<file path="src/rtl/multicycle_main_fsm.sv">
// Multi-cycle RV32I main control FSM: sequences fetch/decode/execute/memory/writeback,
// stalls on the memory ready handshake, traps on illegal opcodes and memory-wait timeouts.
module multicycle_main_fsm #(
  parameter int STALL_CNT_WIDTH = 16,
  parameter int TIMEOUT_WIDTH   = 8,
  parameter int TIMEOUT_CYCLES  = 64,
  parameter bit ENABLE_UPPER    = 1'b1
) (
  input  logic                       i_Clk,
  input  logic                       i_Rst,
  input  logic [6:0]                 i_OpCode,
  input  logic [2:0]                 i_Funct3,
  input  logic                       i_ZeroFlag,
  input  logic                       i_MemReady,
  output logic                       o_PcWrite,
  output logic                       o_AdrSrc,
  output logic                       o_IrWrite,
  output logic                       o_MemRead,
  output logic                       o_MemWrite,
  output logic                       o_RegWrite,
  output logic [1:0]                 o_ResultSrc,
  output logic [1:0]                 o_AluSrcA,
  output logic [1:0]                 o_AluSrcB,
  output logic [1:0]                 o_AluOp,
  output logic [2:0]                 o_ImmSrc,
  output logic                       o_IllegalInstr,
  output logic                       o_MemTimeout,
  output logic [3:0]                 o_State,
  output logic [STALL_CNT_WIDTH-1:0] o_StallCount
);

  typedef enum logic [3:0] {
    S_FETCH    = 4'd0,
    S_DECODE   = 4'd1,
    S_MEMADR   = 4'd2,
    S_MEMREAD  = 4'd3,
    S_MEMWB    = 4'd4,
    S_MEMWRITE = 4'd5,
    S_EXECR    = 4'd6,
    S_EXECI    = 4'd7,
    S_ALUWB    = 4'd8,
    S_BRANCH   = 4'd9,
    S_JAL      = 4'd10,
    S_JALR     = 4'd11,
    S_LINK     = 4'd12,
    S_UPPER    = 4'd13,
    S_TRAP     = 4'd14
  } state_t;

  localparam logic [6:0] OP_LOAD   = 7'b0000011;
  localparam logic [6:0] OP_STORE  = 7'b0100011;
  localparam logic [6:0] OP_R      = 7'b0110011;
  localparam logic [6:0] OP_I      = 7'b0010011;
  localparam logic [6:0] OP_BRANCH = 7'b1100011;
  localparam logic [6:0] OP_JAL    = 7'b1101111;
  localparam logic [6:0] OP_JALR   = 7'b1100111;
  localparam logic [6:0] OP_LUI    = 7'b0110111;
  localparam logic [6:0] OP_AUIPC  = 7'b0010111;

  localparam bit TIMEOUT_EN = (TIMEOUT_CYCLES != 0);
  localparam logic [TIMEOUT_WIDTH-1:0] TIMEOUT_LAST = TIMEOUT_WIDTH'(TIMEOUT_CYCLES - 1);

  state_t                     state, state_next;
  logic [TIMEOUT_WIDTH-1:0]   wait_cnt;
  logic [STALL_CNT_WIDTH-1:0] stall_cnt;
  logic                       illegal_flag, timeout_flag;
  logic                       stalled, timeout_hit;

  // A wait state without ready is a stall; the last allowed stall cycle becomes a timeout.
  assign stalled     = (state inside {S_FETCH, S_MEMREAD, S_MEMWRITE}) && !i_MemReady;
  assign timeout_hit = TIMEOUT_EN && stalled && (wait_cnt == TIMEOUT_LAST);

  always_ff @(posedge i_Clk) begin
    if (i_Rst) state <= S_FETCH;
    else       state <= state_next;
  end

  always_comb begin
    state_next = state;
    case (state)
      S_FETCH: begin
        if (i_MemReady)       state_next = S_DECODE;
        else if (timeout_hit) state_next = S_TRAP;
      end
      S_DECODE: begin
        case (i_OpCode)
          OP_LOAD, OP_STORE: state_next = S_MEMADR;
          OP_R:              state_next = S_EXECR;
          OP_I:              state_next = S_EXECI;
          OP_BRANCH:         state_next = (i_Funct3[2:1] == 2'b00) ? S_BRANCH : S_TRAP;
          OP_JAL:            state_next = S_JAL;
          OP_JALR:           state_next = (i_Funct3 == 3'b000) ? S_JALR : S_TRAP;
          OP_LUI, OP_AUIPC:  state_next = ENABLE_UPPER ? S_UPPER : S_TRAP;
          default:           state_next = S_TRAP;
        endcase
      end
      S_MEMADR:   state_next = i_OpCode[5] ? S_MEMWRITE : S_MEMREAD;
      S_MEMREAD: begin
        if (i_MemReady)       state_next = S_MEMWB;
        else if (timeout_hit) state_next = S_TRAP;
      end
      S_MEMWB:    state_next = S_FETCH;
      S_MEMWRITE: begin
        if (i_MemReady)       state_next = S_FETCH;
        else if (timeout_hit) state_next = S_TRAP;
      end
      S_EXECR, S_EXECI, S_JAL, S_UPPER: state_next = S_ALUWB;
      S_ALUWB, S_BRANCH, S_LINK:        state_next = S_FETCH;
      S_JALR:     state_next = S_LINK;
      S_TRAP:     state_next = S_TRAP;
      default:    state_next = S_FETCH;
    endcase
  end

  always_ff @(posedge i_Clk) begin
    if (i_Rst) begin
      wait_cnt     <= '0;
      stall_cnt    <= '0;
      illegal_flag <= 1'b0;
      timeout_flag <= 1'b0;
    end else begin
      if (state_next != state) wait_cnt <= '0;
      else if (stalled)        wait_cnt <= wait_cnt + TIMEOUT_WIDTH'(1);
      if (stalled && (stall_cnt != '1)) stall_cnt <= stall_cnt + STALL_CNT_WIDTH'(1);
      if (state == S_DECODE && state_next == S_TRAP) illegal_flag <= 1'b1;
      if (timeout_hit) timeout_flag <= 1'b1;
    end
  end

  always_comb begin
    o_PcWrite   = 1'b0;
    o_AdrSrc    = 1'b0;
    o_IrWrite   = 1'b0;
    o_MemRead   = 1'b0;
    o_MemWrite  = 1'b0;
    o_RegWrite  = 1'b0;
    o_ResultSrc = 2'b00;
    o_AluSrcA   = 2'b00;
    o_AluSrcB   = 2'b00;
    o_AluOp     = 2'b00;
    o_ImmSrc    = 3'b000;
    case (state)
      S_FETCH: begin
        o_MemRead   = 1'b1;
        o_AluSrcB   = 2'b10;
        o_ResultSrc = 2'b10;
        o_IrWrite   = i_MemReady;
        o_PcWrite   = i_MemReady;
      end
      S_DECODE: begin
        o_AluSrcA = 2'b01;
        o_AluSrcB = 2'b01;
        o_ImmSrc  = 3'b010;
      end
      S_MEMADR: begin
        o_AluSrcA = 2'b10;
        o_AluSrcB = 2'b01;
        o_ImmSrc  = i_OpCode[5] ? 3'b001 : 3'b000;
      end
      S_MEMREAD: begin
        o_AdrSrc  = 1'b1;
        o_MemRead = 1'b1;
      end
      S_MEMWB: begin
        o_ResultSrc = 2'b01;
        o_RegWrite  = 1'b1;
      end
      S_MEMWRITE: begin
        o_AdrSrc   = 1'b1;
        o_MemWrite = 1'b1;
      end
      S_EXECR: begin
        o_AluSrcA = 2'b10;
        o_AluOp   = 2'b10;
      end
      S_EXECI: begin
        o_AluSrcA = 2'b10;
        o_AluSrcB = 2'b01;
        o_AluOp   = 2'b10;
      end
      S_ALUWB: o_RegWrite = 1'b1;
      S_BRANCH: begin
        o_AluSrcA = 2'b10;
        o_AluOp   = 2'b01;
        o_PcWrite = i_ZeroFlag ^ i_Funct3[0];
      end
      S_JAL: begin
        o_AluSrcA = 2'b01;
        o_AluSrcB = 2'b10;
        o_PcWrite = 1'b1;
      end
      S_JALR: begin
        o_AluSrcA   = 2'b10;
        o_AluSrcB   = 2'b01;
        o_ResultSrc = 2'b10;
        o_PcWrite   = 1'b1;
      end
      S_LINK: begin
        o_AluSrcA   = 2'b01;
        o_AluSrcB   = 2'b10;
        o_ResultSrc = 2'b10;
        o_RegWrite  = 1'b1;
      end
      S_UPPER: begin
        o_ImmSrc  = 3'b100;
        o_AluSrcB = 2'b01;
        o_AluSrcA = i_OpCode[5] ? 2'b11 : 2'b01;
      end
      default: ;
    endcase
    // Reset kills every strobe in the same cycle so an abandoned access never writes.
    if (i_Rst) begin
      o_PcWrite  = 1'b0;
      o_IrWrite  = 1'b0;
      o_MemRead  = 1'b0;
      o_MemWrite = 1'b0;
      o_RegWrite = 1'b0;
    end
  end

  assign o_State        = state;
  assign o_StallCount   = stall_cnt;
  assign o_IllegalInstr = illegal_flag;
  assign o_MemTimeout   = timeout_flag;

endmodule

</file>
<file path="config.mk">
export PLATFORM = sky130hd
export DESIGN_NAME = multicycle_main_fsm
export DESIGN_NICKNAME = d
export VERILOG_FILES = /design/src/rtl/multicycle_main_fsm.sv
export SDC_FILE = /design/constraint.sdc
export NUM_CORES = 1
export LEC_CHECK = 0
export BUFFER_PORTS_ARGS = -buffer_cell sky130_fd_sc_hd__clkbuf_2
export CAP_MARGIN = 15
export CORE_UTILIZATION = 55
export CTS_BUF_LIST = sky130_fd_sc_hd__clkbuf_8
export DETAILED_ROUTE_END_ITERATION = 12
export PLACE_DENSITY = 0.83
export SLEW_MARGIN = 10
export SYNTH_ARGS = -nofsm -noshare
export SYNTH_HDL_FRONTEND = slang
export SYNTH_SLANG_ARGS = --single-unit
</file>
<file path="constraint.sdc">
create_clock -name i_Clk -period 5.65 [get_ports i_Clk]
set_input_delay 0.8475 -clock i_Clk [delete_from_list [all_inputs] [get_ports i_Clk]]
set_output_delay 0.8475 -clock i_Clk [all_outputs]
set_load 0.02 [all_outputs]
</file>
# After elaboration in Yosys (flattened, before gate mapping)
# Cells that the tools add are included.
# totals
out_inout_bits	39
reg_bits	30
word_cells	85
in_bits	14
# classes
n_eq_ne	27
addsub	2
n_mux	27
bitwise_logic	1
reduce_logical	23
# op_table
op	n
$eq A4 B4 Y1 const B	8
$pmux W4 S8	1
$pmux W4 S7	1
$eq A7 B6 Y1 const B	3
$eq A7 B7 Y1 const B	3
$add A16 B1 Y16 const B	1
$eq A4 B3 Y1 const B	4
$mux W4	4
$ne A16 B16 Y1 const B	1
$eq A7 B5 Y1 const B	2
$reduce_or A2 Y1	7
$pmux W2 S2	3
$reduce_or A3 Y1	4
$mux W1	11
$reduce_or A5 Y1	2
$mux W3	3
$pmux W3 S3	1
$add A8 B1 Y8 const B	1
$eq A4 B2 Y1 const B	2
$eq A8 B6 Y1 const B	1
$eq A7 B2 Y1 const B	1
$pmux W2 S3	1
$eq A4 B1 Y1 const B	1
$logic_and A1 B1 Y1	4
10 further kinds	10

# Depth between registers and ports, before layout
# Gate-level depths: netlist of the first run.
# logic_depth
word_depth	9
mapped_depth	8
depth_no_buf	6

# Worst setup path after synthesis of the first run
# OpenSTA, ideal clock, no wires.
# synth_path
path_type	register -> output
start	register state[2], in the netlist o_State[2]
end	output port o_PcWrite
n_path_buf	2
arrival_time_ps	1901
required_time_ps	4803
setup_slack_ps	2902
stages_incl_launch_ff	6
cell_sequence	dfxtp_1 clkbuf_1 buf_1 nor2_1 and3_1 or2_2
# synth_between
elab_chain_cells	4
elab_cells_between_ends	7
classes_between	eq/ne (3); mux (2); reduce/logical (2)
# synth_rtl
element	line_no	text
start, declared	63	state_t state, state_next;
start signal, assigned	75	else state <= state_next;
$eq A4 B4 Y1	142	case (state)
$reduce_or A2 Y1 (no line)	--	
$pmux W1 S3 *	142	
$mux W1 *	212	if (i_Rst) begin
end, declared	15	output logic o_PcWrite,
# Every way passes the cells marked *; elsewhere a longest branch is shown, timed or not.

# Worst setup path in the final report of the first run
# layout_path
start	register state[0], in the netlist o_State[0]
end	output port o_ImmSrc[1]
# layout_between
elab_chain_cells	2
elab_cells_between_ends	4
classes_between	eq/ne (3); mux (1)
# layout_rtl
element	line_no	text
$eq A4 B4 Y1 (tied with other cells)	142	
$pmux W3 S3 *	142	
end, declared	25	output logic [2:0] o_ImmSrc,
# Marked as above.

==> flow_summary_export.csv, run 1 <==
group,metric,value,unit
status,status,"finished clean",
sta,max_freq,331,MHz
clocking,clock_path_buffers,2,
die,start_util,57.7,%
route,drc_errors,0,
sta,setup_violations,0,
route,firstDrtPassIters,5,
final_layout,nFillCells,293,
clocking,postCtsHoldBufs,0,
global_route,grt_pass1_wl,6970,µm
sta,finalMaxSlewViolations,0,
route,drt_wl_total,4350,µm
yosys,synth_area_per_cell,7.93,µm²
route,wl_per_cell,12.9,µm
clocking,numCtsBuffers,5,
die,core,0.00334,mm²
clocking,h-tree-depth,2,
sta,fin_skew,0.00457,ns
yosys,synth_cells,243,
power_and_ir_drop,power.density,248,mW/mm²
sta,rsz0062_at_grt,"false",
sta,min_period_over_period,53.5,%
clocking,cts-root-buf,"clkbuf_8",
run,cap_violations,0,
global_route,grt_max_degree,28,
global_route,overflow,0,
yosys,ys_ff_latch,30,
placed_design,gp_congestion,0.807,
clocking,clk_pin_slew,0.06,ns
global_route,grt_pass1_vias,1604,
final_layout,drive_gt1_share,23.4,%
final_layout,syn2layout_area_growth,18.2,%
die,die_h,61.2,µm
die,placementRows,21,
power_and_ir_drop,ir_drop,0.164,mV
die,io_pins,53,
final_layout,finalNonFillerCells,336,
clocking,post_cts_resized,0,
clocking,clkSinkCount,30,
yosys,synth.net_count,259,
worst_setup_path,worstSetupPathType,"reg -> out",
worst_setup_path,crit_fanout,24,
sta,period_needed,3.02,ns
yosys,ys_async_sr_fraction,0,%
route,viasPerCell,5.78,
placed_design,placed_cells,329,
route,vias,1943,
yosys,netlist_area,0.00193,mm²
clocking,cts_setup_buffers,0,
yosys,synth_ff_type,"dfxtp_1",
worst_setup_path,critPathCaptureType,"output port",
worst_setup_path,startpoint_type,"flip-flop",
sta,tightest_slew,0.815,ns
sta,fin_setup_tns,0,ns
die,dieArea,0.00374,mm²
yosys,yosys.cell_types.count,58,
final_layout,insertedDiodeCount,0,
sta,finalHoldViolCount,0,
worst_setup_path,worst-endpoint-arrival,2.17,ns
clocking,clock_latency,0.28,ns
placed_design,place_hpwl,3170,µm
placed_design,port_buffers,52,
die,fp.dieW,61.2,µm
global_route,grt_antenna_before_repair,0,
global_route,grt_use_total,24.8,%
sta,relSlewSlack,45.6,%
min_path,hp-class,"reg -> reg",
clocking,cts_tree,"done",
yosys,yosysSeqAreaShare,31.2,%
final_layout,layout.nets,306,
worst_setup_path,cp.required,4.80,ns
route,drtIter0Drc,159,
power_and_ir_drop,leakagePower,0.941,nW
route,ant_nets,0,
yosys,yosys_warnings,0,
yosys,synth_edf_count,0,
final cells by class:
cell class | instances | area [µm²] | area share [%]
flip-flops and latches | 30 | 601 | 26.4
well taps | 46 | 57.6 | 2.53
repair buffers | 53 | 268 | 11.8
inverters | 4 | 15.0 | 0.659
multi-input cells | 196 | 1260 | 55.4
clock buffers | 5 | 68.8 | 3.02
clock inverters | 2 | 7.51 | 0.329
layer usage:
layer,wire length [µm],vias to the layer above,track usage [%],part of all wire (%)
met3,219,4,6.09,5.0
met2,2110,56,41.5,49
met4,28,0,8.12,0.64
met1,1990,912,31.2,46
met5,0,-,0,0
li1,-,971,-,-
state kept, by name, indices dropped and copies added (netlist names):
register / count
o_StallCount: 16
wait_cnt: 8
o_State: 4
o_IllegalInstr: 1
o_MemTimeout: 1
cell usage after synthesis, types with 3 or more instances:
library cell / n / share of area, %
nand2_1: 18 / 3.5
nand2b_1: 5 / 1.6
xnor2_1: 5 / 2.3
o21a_1: 3 / 1.2
buf_1: 3 / 0.58
xor2_1: 20 / 9.1
a21oi_1: 10 / 2.6
nand3b_1: 3 / 1.2
nor3_1: 17 / 4.4
clkbuf_1: 9 / 1.8
dfxtp_1: 30 / 31
and3_1: 6 / 1.9
inv_1: 4 / 0.78
nand4_1: 6 / 1.9
o21ai_0: 7 / 1.8
nor2b_1: 3 / 0.97
nor2_1: 33 / 6.4
nand3_1: 12 / 3.1
where the power goes:
group | leakage (nW) | total, mW | switching [mW] | internal, mW
clock | 0.0466 | 0.155 | 0.0739 | 0.0808
sequential | 0.243 | 0.244 | 0.0249 | 0.219
combinational | 0.652 | 0.166 | 0.100 | 0.0655
total | 0.941 | 0.564 | 0.199 | 0.365
critical path, stage by stage (launching register included):
cell and delay [ns]:
dfxtp_1 0.80, nand2b_1 0.31, nor3_1 0.52, clkbuf_2 0.27
logic make-up after synthesis:
logic type	Yosys count	synth area share, %
compound gates	48	18.5
simple gates	119	33.2
mux	2	1.04
fa+ha+maj	2	1.30
buf+inv	17	3.38
xor+xnor	25	11.4
flops	30	31.2
through the flow:
step           total power [mW]  hold WS (ns)  worst slack [ns]  instance area, µm²  utilization [%]
2_1_floorplan             0.367         0.509              2.90                1930                -
3_3_place_gp              0.410         0.442              2.78                2200             66.0
3_5_place_dp              0.413         0.445              2.75                2200             66.0
4_1_cts                   0.567         0.454              2.65                2280             68.3
5_1_grt                   0.599         0.482              2.45                2280             68.3
6_report                  0.564         0.450              2.63                2280             68.3
cells in the final DEF, fill, tap and decap left out, types with 5 or more instances in the layout:
cell type	instances
clkbuf_8	5
nand4_1	6
a21oi_1	10
clkbuf_2	52
nand2_1	18
nand3_1	12
nor2_1	33
inv_1	6
o21ai_0	7
dfxtp_1	30
xnor2_1	5
xor2_1	20
and3_1	6
nand2b_1	5
nor3_1	17
final timing paths:
kind / startpoint / to / slack, ns / cells after the start
setup / recovery: o_State[0] / o_ImmSrc[1] / 2.63 / 3
hold / removal: o_MemTimeout / o_MemTimeout / 0.45 / 2
setup reg to reg: o_State[0] / wait_cnt[4] / 2.99 / 6
hold reg to reg: o_MemTimeout / o_MemTimeout / 0.45 / 2
Power figures use the tool's default switching activity.
==> inputs of run 2 (changes only) <==
Settings changed: ABC_AREA set to 1, CORE_UTILIZATION 55 to 50, PLACE_DENSITY 0.83 to 0.79.
Clock period 5.65 ns to 2.6 ns, I/O delays scaled along.
==> run 2 against run 1 <==
Critical path depth is 3 higher; cell count is 26% higher; wire length is 15% higher; setup slack worse by 2.2 ns; area after synthesis is 9.4% higher; power grew to 3.8 times the previous value; non-clock buffer count is 1 lower; synthesized cell count is 32% higher; core utilization is 6.4 points lower; critical endpoint is now o_AluSrcA[1]; largest power group is now combinational logic; highest routed layer unchanged.
==> flow_summary_export.csv, run 2 <==
group,metric,value,unit
worst_setup_path,cpPeakStageDelay,0.50,ns
final_layout,final_common_cell,"nand2_1",
global_route,grt_pass1_vias,1966,
yosys,synth_edf_count,0,
clocking,cts_setup_buffers,0,
clocking,clock_path_buffers,2,
worst_setup_path,worstPathCellList,"inv_1 > nor2_1 > nand2_1 > and2_1 > o211ai_1 > clkbuf_2",
final_layout,largest_reg_flops,16,
yosys,synth_cells,320,
sta,tightest_slew,0.542,ns
yosys,synth.most_common_cell,"nand2_1",
die,placementRows,23,
min_path,hp-class,"reg -> reg",
clocking,postCtsHoldBufs,0,
status,status,"finished clean",
die,die_h,66.9,µm
final_layout,drive_gt1_share,24.6,%
yosys,synth.net_count,336,
route,firstDrtPassIters,5,
clocking,clk_pin_slew,0.06,ns
worst_setup_path,critPathCaptureType,"output port",
worst_setup_path,worstSetupPathType,"reg -> out",
final_layout,postLayoutCellArea,0.00249,mm²
global_route,grt_antenna_before_repair,0,
worst_setup_path,crit_fanout,6,
sta,fin_hold_ws,0.449,ns
yosys,synthTopCellsByCount,"nand2_1 (71), inv_1 (45), nor2_1 (43)",
clocking,cts_tree,"done",
die,start_util,52.3,%
placed_design,place_hpwl,3920,µm
placed_design,gp_congestion,0.882,
yosys,synth_ff_type,"dfxtp_1",
worst_setup_path,cp_top_family,"simple AND/OR/NAND/NOR gates",
worst_setup_path,startpoint_type,"flip-flop",
sta,rsz0062_at_grt,"false",
global_route,overflow,0,
yosys,ys_async_sr_fraction,0,%
clocking,h-tree-depth,2,
sta,max_freq,458,MHz
yosys,synth_area_per_cell,6.59,µm²
yosys,yosys.cell_types.count,36,
route,ant_nets,0,
global_route,grt_pass1_wl,8540,µm
global_route,grt_use_total,24.9,%
route,drc_errors,0,
route,viasPerCell,5.25,
sta,finalHoldViolCount,0,
final_layout,final_cell_mix,"nand2_1 (71), clkbuf_2 (52), inv_1 (45)",
final_layout,insertedDiodeCount,0,
sta,worst_slack,0.416,ns
sta,fin_skew,0.00527,ns
placed_design,port_buffers,52,
die,dieArea,0.00448,mm²
worst_setup_path,critical-path-slowest-cell,"dfxtp_1",
worst_setup_path,worst-endpoint-arrival,1.79,ns
sta,setup_violations,0,
route,drt_wl_total,4990,µm
global_route,grt_max_degree,19,
clocking,clock_latency,0.28,ns
worst_setup_path,cp.required,2.21,ns
run,cap_violations,0,
yosys,netlist_area,0.00211,mm²
sta,finalMaxSlewViolations,0,
final_layout,utilization,61.9,%
sta,fin_setup_tns,0,ns
die,fp.dieW,66.9,µm
yosys,ys_ff_latch,30,
final_layout,layout.nets,391,
power_and_ir_drop,ir_drop,0.457,mV
sta,relSlewSlack,63.5,%
clocking,clkSinkCount,30,
yosys,yosys_warnings,0,
sta,min_period_over_period,84.0,%
route,wl_per_cell,11.8,µm
yosys,synth_top_area_share,28.5,%
clocking,cts-root-buf,"clkbuf_8",
final_layout,syn2layout_area_growth,18.3,%
clocking,numCtsBuffers,5,
die,core,0.00403,mm²
sta,period_needed,2.18,ns
die,io_pins,53,
worst_setup_path,cp.buffers_inverters,2,
yosys,synth_largest_area_cell,"dfxtp_1",
power_and_ir_drop,leakagePower,1.16,nW
route,vias,2224,
placed_design,place_worst_setup_slack,0.549,ns
route,drtIter0Drc,177,
clocking,post_cts_resized,0,
yosys,yosysSeqAreaShare,28.5,%
power_and_ir_drop,power.density,869,mW/mm²
placed_design,post_dp_cell_area,0.00241,mm²
yosys,synthTopCellsByArea,"dfxtp_1 (28%), nand2_1 (13%), inv_1 (8.0%)",
[run 2: changes by cell type in the layout (fill, tap and decap cells not counted), moves of 5 or more]
cell / change
and3_1: -6
inv_1: +39
nand2_1: +53
nand2b_1: -5
nand3_1: +16
nor2_1: +10
nor2_2: +5
nor3_1: -6
nor3_2: +8
xor2_1: -11
[run 2: where the power goes]
group / switching [mW] / total, mW / internal (mW)
registers: 0.0779 / 0.584 / 0.506
clock network: 0.165 / 0.369 / 0.204
logic: 0.850 / 1.21 / 0.365
total: 1.09 / 2.17 / 1.08
[run 2: worst reg2reg max path: cells and delay by family (launching register included)]
family | cells | cell delay, ns
buffers and inverters | 1 | 0.09
DFF | 1 | 0.51
and+or+nand+nor | 10 | 0.99
AOI/OAI and AO/OA | 1 | 0.45
[run 2: logic make-up (layout without fill, tap and decap cells)]
group           count (synthesis)  in the layout  synth area share [%]
simple gates                  193            193                  46.7
buf+inv                        53            107                  9.61
flops                          30             30                  28.5
compound gates                 28             28                  8.13
xor+xnor                       13             13                  5.40
fa+ha+maj                       2              2                  1.19
mux                             1              1                 0.475
[run 2: cell type report]
cell class | count | area (µm²)
clock buffer | 6 | 82.6
multi-input combinational | 237 | 1310
sequential | 30 | 601
timing repair buffer | 52 | 260
tap | 50 | 62.6
inverter | 49 | 184
fill | 380 | 1530
[run 2: metrics by stage]
| stage | power (mW) | cells |
|---|---|---|
| global placement | 1.80 | 418 |
| floorplan | 1.52 | 320 |
| global route | 2.32 | 424 |
| CTS | 2.17 | 424 |
| finish | 2.17 | 424 |
| detailed placement | 1.81 | 418 |
[run 2: routing by layer]
metal  wire length [µm]  global-route usage, %  up-vias
met2               2300                   40.4       71
met4                 69                   9.04        0
li1                   -                      -     1133
met1               2360                   32.3     1012
met3                257                   4.62        8
met5                  0                      0        -
[run 2: worst paths after layout]
kind                                   start         endpoint  slack (ns)  cells past startpoint
worst max register to register    o_State[2]  o_StallCount[8]        0.49                     12
worst min register to register  o_MemTimeout     o_MemTimeout        0.45                      2
worst min-delay path            o_MemTimeout     o_MemTimeout        0.45                      2
worst max-delay path              o_State[3]     o_AluSrcA[1]        0.42                      6
==> inputs of run 3 (changes only) <==
Settings changed: ABC_AREA 1 to 0, CORE_UTILIZATION 50 to 49, PLACE_DENSITY 0.79 to 0.78.
Clock period 2.6 ns to 1.9 ns, I/O delays scaled along.
==> run 3 against run 2 <==
The flow now finishes with violations (setup timing); sequential cell count stayed put; setup slack worse by 0.51 ns; cell count is 7.1% lower; clock power rose by 25%; critical path type is now reg -> reg.
==> flow_summary_export.csv, run 3 (same netlist as run 1, synthesis figures left out) <==
group,metric,value,unit
power_and_ir_drop,p_seq_share,34.2,%
final_layout,largest_reg_flops,16,
worst_setup_path,critical-path-slowest-cell,"a2111o_1",
final_layout,final_cell_mix,"buf_4 (51), clkbuf_2 (50), nor2_1 (30)",
power_and_ir_drop,clkPwrFrac,23.2,%
sta,period_needed,2.00,ns
clocking,clkSinkCount,30,
placed_design,place_hpwl,3640,µm
die,placementRows,22,
clocking,clock_path_buffers,2,
sta,finalHoldViolCount,0,
final_layout,insertedDiodeCount,0,
placed_design,post_dp_cell_area,0.00260,mm²
route,drc_errors,0,
sta,rsz0062_at_grt,"true",
die,fp.dieW,64.7,µm
worst_setup_path,startpoint,"o_State[1]",
sta,finalMaxSlewViolations,0,
final_layout,final_common_cell,"buf_4",
route,viasPerCell,5.52,
clocking,cts_tree,"done",
sta,fin_hold_ws,0.295,ns
power_and_ir_drop,ir_drop,0.778,mV
power_and_ir_drop,p_sw,0.696,mW
power_and_ir_drop,swShare,35.1,%
route,wl_per_cell,14.2,µm
global_route,grt_use_total,25.3,%
die,die_h,64.7,µm
sta,setup_violations,10,
final_layout,utilization,79.6,%
worst_setup_path,r2r-start,"o_State[1]",
power_and_ir_drop,power.density,671,mW/mm²
die,core,0.00372,mm²
global_route,grt_use_met3,3.70,%
global_route,grt_most_used_layer,"met2",
sta,relSlewSlack,75.2,%
global_route,grt_antenna_before_repair,0,
sta,fin_skew,0.00650,ns
clocking,numCtsBuffers,5,
sta,worst_slack,-0.0988,ns
power_and_ir_drop,internal-power,1.29,mW
worst_setup_path,worst-endpoint-arrival,2.21,ns
sta,tightest_slew,0.368,ns
status,violations,"setup timing",
worst_setup_path,worstSetupPathType,"reg -> reg",
min_path,hold_start,"i_Rst",
placed_design,place_worst_setup_slack,-0.371,ns
final_layout,layout.nets,362,
die,io_pins,53,
final_layout,postLayoutCellArea,0.00296,mm²
final_layout,finalNonFillerCells,394,
die,start_util,51.9,%
route,firstDrtPassIters,4,
sta,max_freq,500,MHz
worst_setup_path,cp.required,2.11,ns
clocking,clock_latency,0.28,ns
clocking,clk_pin_slew,0.06,ns
global_route,use_met1,33.4,%
route,vias,2175,
worst_setup_path,worstPathCellList,"buf_6 > nand3b_1 > o32a_1 > nor2_2 > a21boi_2 > a2111o_1 > buf_12 > nor3_2",
final_layout,drive_gt1_share,45.7,%
worst_setup_path,crit_fanout,8,
power_and_ir_drop,leakagePower,1.26,nW
die,dieArea,0.00419,mm²
min_path,hp-class,"in -> reg",
status,status,"complete, but fails checks",
clocking,cts-root-buf,"clkbuf_8",
run,cap_violations,0,
worst_setup_path,critPathCaptureType,"flip-flop",
final_layout,syn2layout_area_growth,53.4,%
placed_design,port_buffers,52,
power_and_ir_drop,p_comb_share,42.5,%
worst_setup_path,cpPeakStageDelay,0.41,ns
global_route,grt_util_met2,41.0,%
placed_design,placed_cells,379,
clocking,h-tree-depth,2,
placed_design,gp_congestion,0.869,
global_route,grt_pass1_vias,1877,
global_route,overflow,0,
sta,min_period_over_period,105,%
route,drt_wl_total,5600,µm
route,ant_nets,0,
global_route,grt_max_degree,23,
worst_setup_path,startpoint_type,"flip-flop",
global_route,grt_pass1_wl,8350,µm
route,drtIter0Drc,102,
run 3: cell types whose count changed in the layout (fill, tap and decap cells not counted), moves of 5 or more:
| cell | previous run | this run |
|---|---|---|
| dfxtp_1 | 30 | 25 |
| buf_4 | 0 | 51 |
| nand2_1 | 71 | 16 |
| xor2_1 | 9 | 19 |
| inv_1 | 45 | 6 |
| nor2_1 | 43 | 30 |
| buf_6 | 0 | 5 |
| and3_1 | 0 | 5 |
| nand3_1 | 28 | 10 |
run 3: through the flow:
step                      setup TNS, ns  power (mW)
after global routing              -1.57        2.07
after detailed placement          -2.81        1.38
after floorplan                  -0.226        1.11
after global placement            -1.91        1.37
after CTS                        -0.933        1.85
final                            -0.533        1.98
run 3: per-layer routing:
layer	wire length, µm	part of all wire [%]	vias up
li1	-	-	1082
met1	2450	44	1014
met2	2800	50	70
met3	254	4.5	9
met4	98	1.8	0
met5	0	0	-
run 3: path summary, 6_finish.rpt:
path                            slack, ns      endpoint  cells past startpoint
worst max-delay path                 -0.1   wait_cnt[0]                      8
worst min-delay path                 0.29    o_State[1]                      2
worst max register to register       -0.1   wait_cnt[0]                      8
worst min register to register       0.45  o_MemTimeout                      2
run 3: area by class of cell:
type	instances	area (µm²)
clock inverter	2	7.51
multi-input combinational	196	1440
tap	48	60.1
fill	244	759
inverter	4	15.0
clock buffer	5	68.8
timing repair buffer	109	749
sequential	30	612
run 3: power by group through the flow:
stage / registers [mW] / clock network [mW] / logic (mW)
CTS: 0.677 / 0.460 / 0.715
finish: 0.679 / 0.461 / 0.844
global placement: 0.688 / 0 / 0.680
floorplan: 0.716 / 0 / 0.392
detailed placement: 0.688 / 0 / 0.690
global route: 0.683 / 0.491 / 0.896
run 3: worst max-delay path, delay by kind of cell, from the launching register on:
| kind | cells | cell delay (ns) |
|---|---|---|
| AND/OR/NAND/NOR | 3 | 0.54 |
| AO/OA/AOI/OAI | 3 | 0.73 |
| flip-flops | 1 | 0.38 |
| buffers and inverters | 2 | 0.27 |
run 3: what timing repair did:
item                       CTS  global route
buffers inserted             1             6
cloned                       0             1
pin swaps                    4            14
gates resized for setup     13            39
setup endpoints to repair   14            29
hold buffers                 0             0
